### config.mk
export PLATFORM = sky130hd
export DESIGN_NAME = ofm_collector_eyeriss_flat
export DESIGN_NICKNAME = d
export VERILOG_FILES = /design/src/rtl/ofm_collector_pkg.sv /design/src/rtl/ofm_collector_eyeriss_if.sv /design/src/rtl/ofm_set_buf.sv /design/src/rtl/ofm_collector_eyeriss.sv /design/src/flat_wrapper.sv
export SDC_FILE = /design/constraint.sdc
export NUM_CORES = 1
export LEC_CHECK = 0
export CAP_MARGIN = 5
export CORE_MARGIN = 8
export CORE_UTILIZATION = 45
export CTS_CLUSTER_SIZE = 28
export DETAILED_ROUTE_END_ITERATION = 6
export PLACE_DENSITY = 0.62
export SYNTH_ARGS = -nofsm -noshare
export SYNTH_HDL_FRONTEND = slang
export SYNTH_SLANG_ARGS = --single-unit
export TNS_END_PERCENT = 5
### constraint.sdc
create_clock -name clk -period 2.7 [get_ports clk]
set_clock_uncertainty 0.15 [all_clocks]
set_input_delay 0.54 -clock clk [delete_from_list [all_inputs] [get_ports clk]]
set_output_delay 0.54 -clock clk [all_outputs]
set_load 0.01 [all_outputs]
### src/rtl/ofm_collector_pkg.sv
// rtl/ofm_collector_pkg.sv - shared constants and types for the OFM collector
package ofm_collector_pkg;

  localparam int OFM_WIDTH  = 14;
  localparam int OFM_OWIDTH = 16;
  localparam int OFM_DEPTH  = 2;
  localparam int SET_W      = $clog2(OFM_DEPTH);
  localparam int COL_W      = $clog2(OFM_WIDTH);

  typedef logic signed [OFM_OWIDTH-1:0] ofm_word_t;

  typedef enum logic {
    RD_IDLE   = 1'b0,
    RD_STREAM = 1'b1
  } rd_state_e;

endpackage

### src/rtl/ofm_collector_eyeriss_if.sv
// rtl/ofm_collector_eyeriss_if.sv - array capture strobes and output word stream
interface ofm_collector_eyeriss_if
  import ofm_collector_pkg::*;
#(
  parameter int WIDTH  = OFM_WIDTH,
  parameter int OWIDTH = OFM_OWIDTH
);
  localparam int CW = $clog2(WIDTH);

  logic [WIDTH-1:0]         ofm_vld;
  logic signed [OWIDTH-1:0] ofm [WIDTH];
  logic                     out_valid;
  logic                     out_ready;
  logic signed [OWIDTH-1:0] out_data;
  logic [CW-1:0]            out_col;
  logic                     out_last;
  logic                     overflow;

  modport slave (
    input  ofm_vld, ofm, out_ready,
    output out_valid, out_data, out_col, out_last, overflow
  );

  modport master (
    output ofm_vld, ofm, out_ready,
    input  out_valid, out_data, out_col, out_last, overflow
  );

endinterface

### src/rtl/ofm_set_buf.sv
// rtl/ofm_set_buf.sv - one row-set buffer: WIDTH words, fill mask, full flag
module ofm_set_buf #(
  parameter int WIDTH  = 14,
  parameter int OWIDTH = 16
) (
  input  logic                      clk,
  input  logic                      rst_n,
  input  logic [WIDTH-1:0]          wr_en,
  input  logic signed [OWIDTH-1:0]  wr_data [WIDTH],
  input  logic                      clr,
  input  logic [$clog2(WIDTH)-1:0]  rd_col,
  output logic signed [OWIDTH-1:0]  rd_data,
  output logic [WIDTH-1:0]          fill,
  output logic                      full
);

  logic signed [OWIDTH-1:0] words [WIDTH];

  // Clear wins over writes; the top never writes a column whose fill bit is set.
  always_ff @(posedge clk or negedge rst_n) begin
    if (!rst_n) begin
      fill <= '0;
      for (int w = 0; w < WIDTH; w++) words[w] <= '0;
    end else begin
      for (int w = 0; w < WIDTH; w++) begin
        if (wr_en[w]) words[w] <= wr_data[w];
      end
      if (clr) fill <= '0;
      else     fill <= fill | wr_en;
    end
  end

  assign rd_data = words[rd_col];
  assign full    = &fill;

endmodule

### src/rtl/ofm_collector_eyeriss.sv
// rtl/ofm_collector_eyeriss.sv - collects skewed column outputs into row-sets and streams them out
module ofm_collector_eyeriss
  import ofm_collector_pkg::*;
#(
  parameter int WIDTH  = OFM_WIDTH,
  parameter int OWIDTH = OFM_OWIDTH,
  parameter int DEPTH  = OFM_DEPTH
) (
  input  logic                     clk,
  input  logic                     rst_n,
  ofm_collector_eyeriss_if.slave   bus
);

  localparam int SW = $clog2(DEPTH);
  localparam int CW = $clog2(WIDTH);
  localparam logic [SW-1:0] LAST_SET = SW'(DEPTH - 1);
  localparam logic [CW-1:0] LAST_COL = CW'(WIDTH - 1);

  rd_state_e                state_q, state_d;
  logic [SW-1:0]            col_ptr [WIDTH];
  logic [SW-1:0]            rd_set, rd_set_d;
  logic [CW-1:0]            rd_col;
  logic [WIDTH-1:0]         fill    [DEPTH];
  logic [WIDTH-1:0]         wr_mask [DEPTH];
  logic signed [OWIDTH-1:0] set_rd_data [DEPTH];
  logic [DEPTH-1:0]         full, clr;
  logic [WIDTH-1:0]         accept, drop;
  logic                     out_valid, hs, hs_last, overflow_q;

  for (genvar s = 0; s < DEPTH; s++) begin : g_set
    ofm_set_buf #(.WIDTH(WIDTH), .OWIDTH(OWIDTH)) u_set (
      .clk     (clk),
      .rst_n   (rst_n),
      .wr_en   (wr_mask[s]),
      .wr_data (bus.ofm),
      .clr     (clr[s]),
      .rd_col  (rd_col),
      .rd_data (set_rd_data[s]),
      .fill    (fill[s]),
      .full    (full[s])
    );
  end

  assign out_valid = (state_q == RD_STREAM);
  assign hs        = out_valid & bus.out_ready;
  assign hs_last   = hs & (rd_col == LAST_COL);

  // Captures look at the pre-clear mask, so a word aimed at the set draining this cycle is dropped.
  always_comb begin
    accept = '0;
    drop   = '0;
    for (int s = 0; s < DEPTH; s++) begin
      wr_mask[s] = '0;
      clr[s]     = hs_last && (rd_set == SW'(s));
    end
    for (int w = 0; w < WIDTH; w++) begin
      if (bus.ofm_vld[w]) begin
        if (fill[col_ptr[w]][w]) begin
          drop[w] = 1'b1;
        end else begin
          accept[w]               = 1'b1;
          wr_mask[col_ptr[w]][w]  = 1'b1;
        end
      end
    end
  end

  always_comb begin
    rd_set_d = rd_set;
    if (hs_last) rd_set_d = (rd_set == LAST_SET) ? '0 : rd_set + 1'b1;
    state_d = state_q;
    case (state_q)
      RD_IDLE:   if (&(fill[rd_set] | wr_mask[rd_set])) state_d = RD_STREAM;
      RD_STREAM: if (hs_last)
                   state_d = (full[rd_set_d] || &(fill[rd_set_d] | wr_mask[rd_set_d]))
                             ? RD_STREAM : RD_IDLE;
      default:   state_d = RD_IDLE;
    endcase
  end

  always_ff @(posedge clk or negedge rst_n) begin
    if (!rst_n) begin
      state_q    <= RD_IDLE;
      rd_set     <= '0;
      rd_col     <= '0;
      overflow_q <= 1'b0;
      for (int w = 0; w < WIDTH; w++) col_ptr[w] <= '0;
    end else begin
      state_q <= state_d;
      rd_set  <= rd_set_d;
      if (hs_last)  rd_col <= '0;
      else if (hs)  rd_col <= rd_col + 1'b1;
      if (|drop) overflow_q <= 1'b1;
      for (int w = 0; w < WIDTH; w++) begin
        if (accept[w]) col_ptr[w] <= (col_ptr[w] == LAST_SET) ? '0 : col_ptr[w] + 1'b1;
      end
    end
  end

  assign bus.out_valid = out_valid;
  assign bus.out_data  = set_rd_data[rd_set];
  assign bus.out_col   = rd_col;
  assign bus.out_last  = out_valid && (rd_col == LAST_COL);
  assign bus.overflow  = overflow_q;

endmodule

### src/flat_wrapper.sv
// flat-port wrapper written by rule: the top's interface ports become plain ports
module ofm_collector_eyeriss_flat import ofm_collector_pkg::*;
#(
  parameter int WIDTH  = OFM_WIDTH,
  parameter int OWIDTH = OFM_OWIDTH,
  parameter int DEPTH  = OFM_DEPTH
)
  (clk, rst_n, bus_ofm_vld, bus_ofm, bus_out_ready, bus_out_valid, bus_out_data, bus_out_col, bus_out_last, bus_overflow);
  ofm_collector_eyeriss_if #(.WIDTH(WIDTH), .OWIDTH(OWIDTH)) bus_i ();
  input  logic clk;
  input  logic rst_n;
  input wire logic [$bits(bus_i.ofm_vld)-1:0] bus_ofm_vld;
  input wire logic [$bits(bus_i.ofm)-1:0] bus_ofm;
  input wire logic [$bits(bus_i.out_ready)-1:0] bus_out_ready;
  output wire logic [$bits(bus_i.out_valid)-1:0] bus_out_valid;
  output wire logic [$bits(bus_i.out_data)-1:0] bus_out_data;
  output wire logic [$bits(bus_i.out_col)-1:0] bus_out_col;
  output wire logic [$bits(bus_i.out_last)-1:0] bus_out_last;
  output wire logic [$bits(bus_i.overflow)-1:0] bus_overflow;
  assign bus_i.ofm_vld = bus_ofm_vld;
  assign bus_i.ofm = {>>{bus_ofm}};
  assign bus_i.out_ready = bus_out_ready;
  assign bus_out_valid = bus_i.out_valid;
  assign bus_out_data = bus_i.out_data;
  assign bus_out_col = bus_i.out_col;
  assign bus_out_last = bus_i.out_last;
  assign bus_overflow = bus_i.overflow;
  ofm_collector_eyeriss #(.WIDTH(WIDTH), .OWIDTH(OWIDTH), .DEPTH(DEPTH)) u_core (.clk(clk), .rst_n(rst_n), .bus(bus_i));
endmodule
==> impl_results.rst <==
.. list-table::
   :header-rows: 1

   * - Metric
     - Value
   * - Outcome
     - finished, violations left
   * - Failing checks
     - negative setup slack
   * - Power share of the combinational group
     - 0.417
   * - Most crowded layer after global routing
     - met2
   * - IO Count
     - approximately 260
   * - Library cell contributing the largest single delay on the critical path
     - sky130_fd_sc_hd__dfrtp_4
   * - TritonCTS clock tree
     - done
   * - Maximum number of pins on one net before global-route repair
     - a little over 90
   * - Setup WS pre-CTS
     - -0.646 ns
   * - Net switching power
     - ~11000 uW
   * - Hold_ws
     - about 0.29 ns
   * - Class of the worst hold path
     - input pin to async pin
   * - Crit path launch type
     - register
   * - Total power density per cell area
     - 1150 mW/mm2
   * - Largest incremental delay on the critical path
     - around 0.54 ns
   * - Number of endpoints failing setup at the final stage
     - 17
   * - Met2 Resource Use GR
     - 0.389
   * - HPWL after detailed placement
     - ~52000 um
   * - Deepest clock path buffer count
     - 3
   * - Number of design-rule violations left by the first detailed-router iteration
     - about 1000
   * - Cells along the critical path
     - buf_12 -> buf_12 -> buf_12 -> mux4_2 -> o221ai_4 -> o32ai_2 -> buf_2
   * - Dominant synthesized flop cell
     - sky130_fd_sc_hd__dfrtp_1
   * - Unrepaired setup endpoints after global routing
     - yes
   * - Share of the synthesized area in the top cell type
     - 0.547
   * - Net switching share of the total power
     - 0.334
   * - Max-Slew Margin vs Limit
     - 0.558
   * - Fmax
     - ~0.29 GHz
   * - Number of flip-flops and latches in the synthesized netlist
     - between 400 and 500
   * - Synthesized cell area
     - roughly 0.023 mm2
   * - Clock H-tree levels
     - 2
   * - Warning count from the yosys run
     - 0
   * - RePlAce Congestion
     - 0.858
   * - Peak ir drop on the vdd network
     - about 0.54 mV
   * - Most frequent cells after synthesis
     - sky130_fd_sc_hd__dfrtp_1 (497), sky130_fd_sc_hd__mux2_2 (475), sky130_fd_sc_hd__mux4_2 (72)
   * - Number of remaining DRC errors
     - 0
   * - Number of max-capacitance violations reported
     - 0
   * - Avg WL per Cell
     - roughly 27 um
   * - Leakage power summed over all cells
     - around 0.013 uW
   * - Wire length of the first global-routing pass
     - roughly 110000 um
   * - Synthesized Nets
     - 1768
   * - Clock Root Buffer
     - sky130_fd_sc_hd__clkbuf_16
   * - Final net count
     - 2180
   * - Post-layout min period
     - between 3 and 4 ns
   * - Fraction of met3 tracks used by global routing
     - 0.0458
   * - Cell with the most instances on the worst path
     - sky130_fd_sc_hd__buf_12
   * - Horizontal extent of the die
     - between 200 and 250 um
   * - Number of flops mapped to enable cells by yosys
     - 0
   * - Insertion delay to the later sink of the worst-skew pair
     - 0.61 ns
   * - Number of CTS-inserted buffers
     - between 50 and 60
   * - Hold Violations, Final
     - 0
   * - Core region area
     - between 0.04 and 0.05 mm2
   * - IO Port Bufs
     - 263
   * - Via count of the first global-routing pass
     - between 15000 and 20000
   * - Worst setup margin
     - -0.761 ns
   * - Top Family by Delay on Critical Path
     - buffers and inverters
   * - Reg clk slew, reported paths
     - about 0.060 ns
   * - Transition at the pin with the smallest max-transition slack
     - roughly 0.66 ns
   * - Share of flip-flops with an asynchronous set or reset after synthesis
     - 1.00
   * - Total number of vias
     - ~15000
   * - Max Slew Vio Count
     - 0
   * - Floorplan die area
     - approximately 0.058 mm2
   * - CP Class
     - register to output port
   * - Maximum net fanout on the critical path
     - 8
   * - Relative contribution of the clock network to total power
     - 0.214
   * - Detailed Routing Iterations Pass 1
     - 5
   * - Post-synthesis cell type with the largest combined area
     - sky130_fd_sc_hd__dfrtp_1
   * - DRT antenna net count
     - 0
   * - Fraction of final layout cells sized beyond drive strength 1
     - 0.455
   * - Crit path arrival time
     - 2.77 ns
   * - Vert. Die Dim
     - between 200 and 250 um
   * - Crit path required time
     - 2.01 ns
   * - Count of mapped cells out of synthesis
     - about 1500
   * - Count of clock tree sinks
     - slightly below 500
   * - Share of the cycle needed by the critical path after routing
     - 1.28
   * - Initial antenna violation count
     - 4
   * - Most common cell in the netlist
     - sky130_fd_sc_hd__dfrtp_1
   * - Leading post-synthesis cells by cell area
     - sky130_fd_sc_hd__dfrtp_1 (55%), sky130_fd_sc_hd__mux2_2 (24%), sky130_fd_sc_hd__mux4_2 (7.1%), sky130_fd_sc_hd__mux2i_1 (2.2%), sky130_fd_sc_hd__mux4_1 (1.5%)
   * - Post-synthesis sequential area ratio
     - 0.547
   * - Flop pwr share
     - 0.369
   * - Critical Path Sink Type
     - output port
   * - Internal power
     - 22700 uW
   * - Met1 track utilization from global routing
     - 0.344
   * - Number of buffer and inverter stages on the critical path
     - 4
   * - Final routed wirelength across all metal layers
     - roughly 70000 um
   * - Area overhead of the layout relative to synthesis
     - 30.1%
   * - Starting Density
     - 0.455
   * - Via count normalized by instance count
     - approximately 5.7
   * - Total GRT Usage
     - 0.246
   * - Post-synthesis cell type count
     - 49
   * - Average cell area after synthesis
     - 14.9 um2
   * - Placement Rows
     - slightly above 80
   * - Residual overflow from global routing
     - 0
   * - Setup Total Neg Slack
     - -10.97 ns
state kept, by name (all words and copies together), names as in the netlist:
register / cells
u_core.col_ptr: 14
u_core.bus.out_col: 4
u_core.bus.out_valid: 1
u_core.bus.overflow: 1
u_core.rd_set: 1
u_core.g_set.u_set.fill: 28
u_core.g_set.u_set.words: 448
layout by cell type (no fill, tap or decap), drive strengths merged, types with 2 or more instances in the layout:
cell type      synthesis  layout
dfrtp                497     497
mux2                 476     476
clkdlybuf4s50          0     244
buf                   49     202
mux4                  85      85
clkbuf                43      84
a21oi                 55      55
mux2i                 49      49
nand2                 45      45
nor2                  42      42
o21ai                 25      25
inv                   19      20
o221ai                16      16
a21o                  15      15
nor3b                 14      14
nand3b                14      14
a221o                  8       8
and3                   8       8
o32ai                  7       7
nor4                   6       6
clkinv                 1       6
a211o                  5       5
o22ai                  5       5
nand3                  4       4
o31ai                  4       4
nor3                   4       4
ha                     4       4
o211ai                 3       3
nand4                  3       3
a22oi                  3       3
diode                  0       2
and2                   2       2
a31oi                  2       2
nand2b                 2       2
clkinvlp               0       2
bufinv                 0       2
through the flow:
stage / instance area [um2] / utilization / power (uW) / cells
finish: 29500 / 0.591 / 34100 / 2647
global route: 29500 / 0.591 / 35700 / 2645
global placement: 27200 / 0.544 / 25400 / 2514
detailed placement: 27200 / 0.544 / 25800 / 2514
CTS: 29400 / 0.588 / 33800 / 2636
floorplan: 22700 / - / 19800 / 1523
layer usage:
layer,share of wire,routed length (um)
met1,0.44,31400
met2,0.47,33300
met3,0.062,4400
met4,0.029,2040
met5,0.00018,13
power by group through the flow:
stage	sequential, uW	combinational [uW]	clock, uW
after floorplan	11700	8100	0
after global placement	12500	12900	0
after detailed placement	12600	13200	0
after CTS	12500	13900	7430
after global routing	12900	15000	7740
final	12600	14200	7290
logic make-up (layout without fill, tap and decap cells):
logic type | count (synthesis) | after routing | share of synthesized area
buffers and inverters | 112 | 562 | 0.0268
AOI/OAI and AO/OA | 154 | 154 | 0.0446
DFF | 497 | 497 | 0.547
and+or+nand+nor | 146 | 146 | 0.0349
other | 0 | 2 | 0
muxes | 610 | 610 | 0.344
adders and majority gates | 4 | 4 | 0.00220
final timing paths:
check	from	endpoint	slack [ns]	cells after the start
setup / recovery	u_core.bus.out_col[0]	bus_out_data[13]	-0.76	7
hold reg to reg	u_core.g_set[1].u_set.words[44]	u_core.g_set[1].u_set.words[44]	0.35	1
hold / removal	rst_n	u_core.g_set[1].u_set.words[0]	0.29	2
min in group clk	u_core.g_set[1].u_set.words[44]	u_core.g_set[1].u_set.words[44]	0.35	1
max in group asynchronous	rst_n	u_core.g_set[1].u_set.words[100]	1.26	3
setup reg to reg	u_core.bus.out_col[0]	u_core.g_set[1].u_set.fill[1]	0.25	8
area by class of cell:
cell class                      instances  area, um2
Antenna cell                            2       5.00
Inverter                               20       75.1
Clock buffer                           84       1640
Sequential cell                       497      12400
Tap cell                              672        841
Clock inverter                         10        109
Timing Repair Buffer                  448       4520
Fill cell                            3930      20400
Multi-Input combinational cell        914       9910
timing repair:
item	4_1_cts	5_1_grt
hold endpoints to repair	30	0
setup endpoints to repair	18	17
resized for setup	155	22
hold buffers	1	0
pin swaps	23	22
cloned	2	0
setup buffers	28	13
No activity file was read; power rests on OpenSTA's default activity.
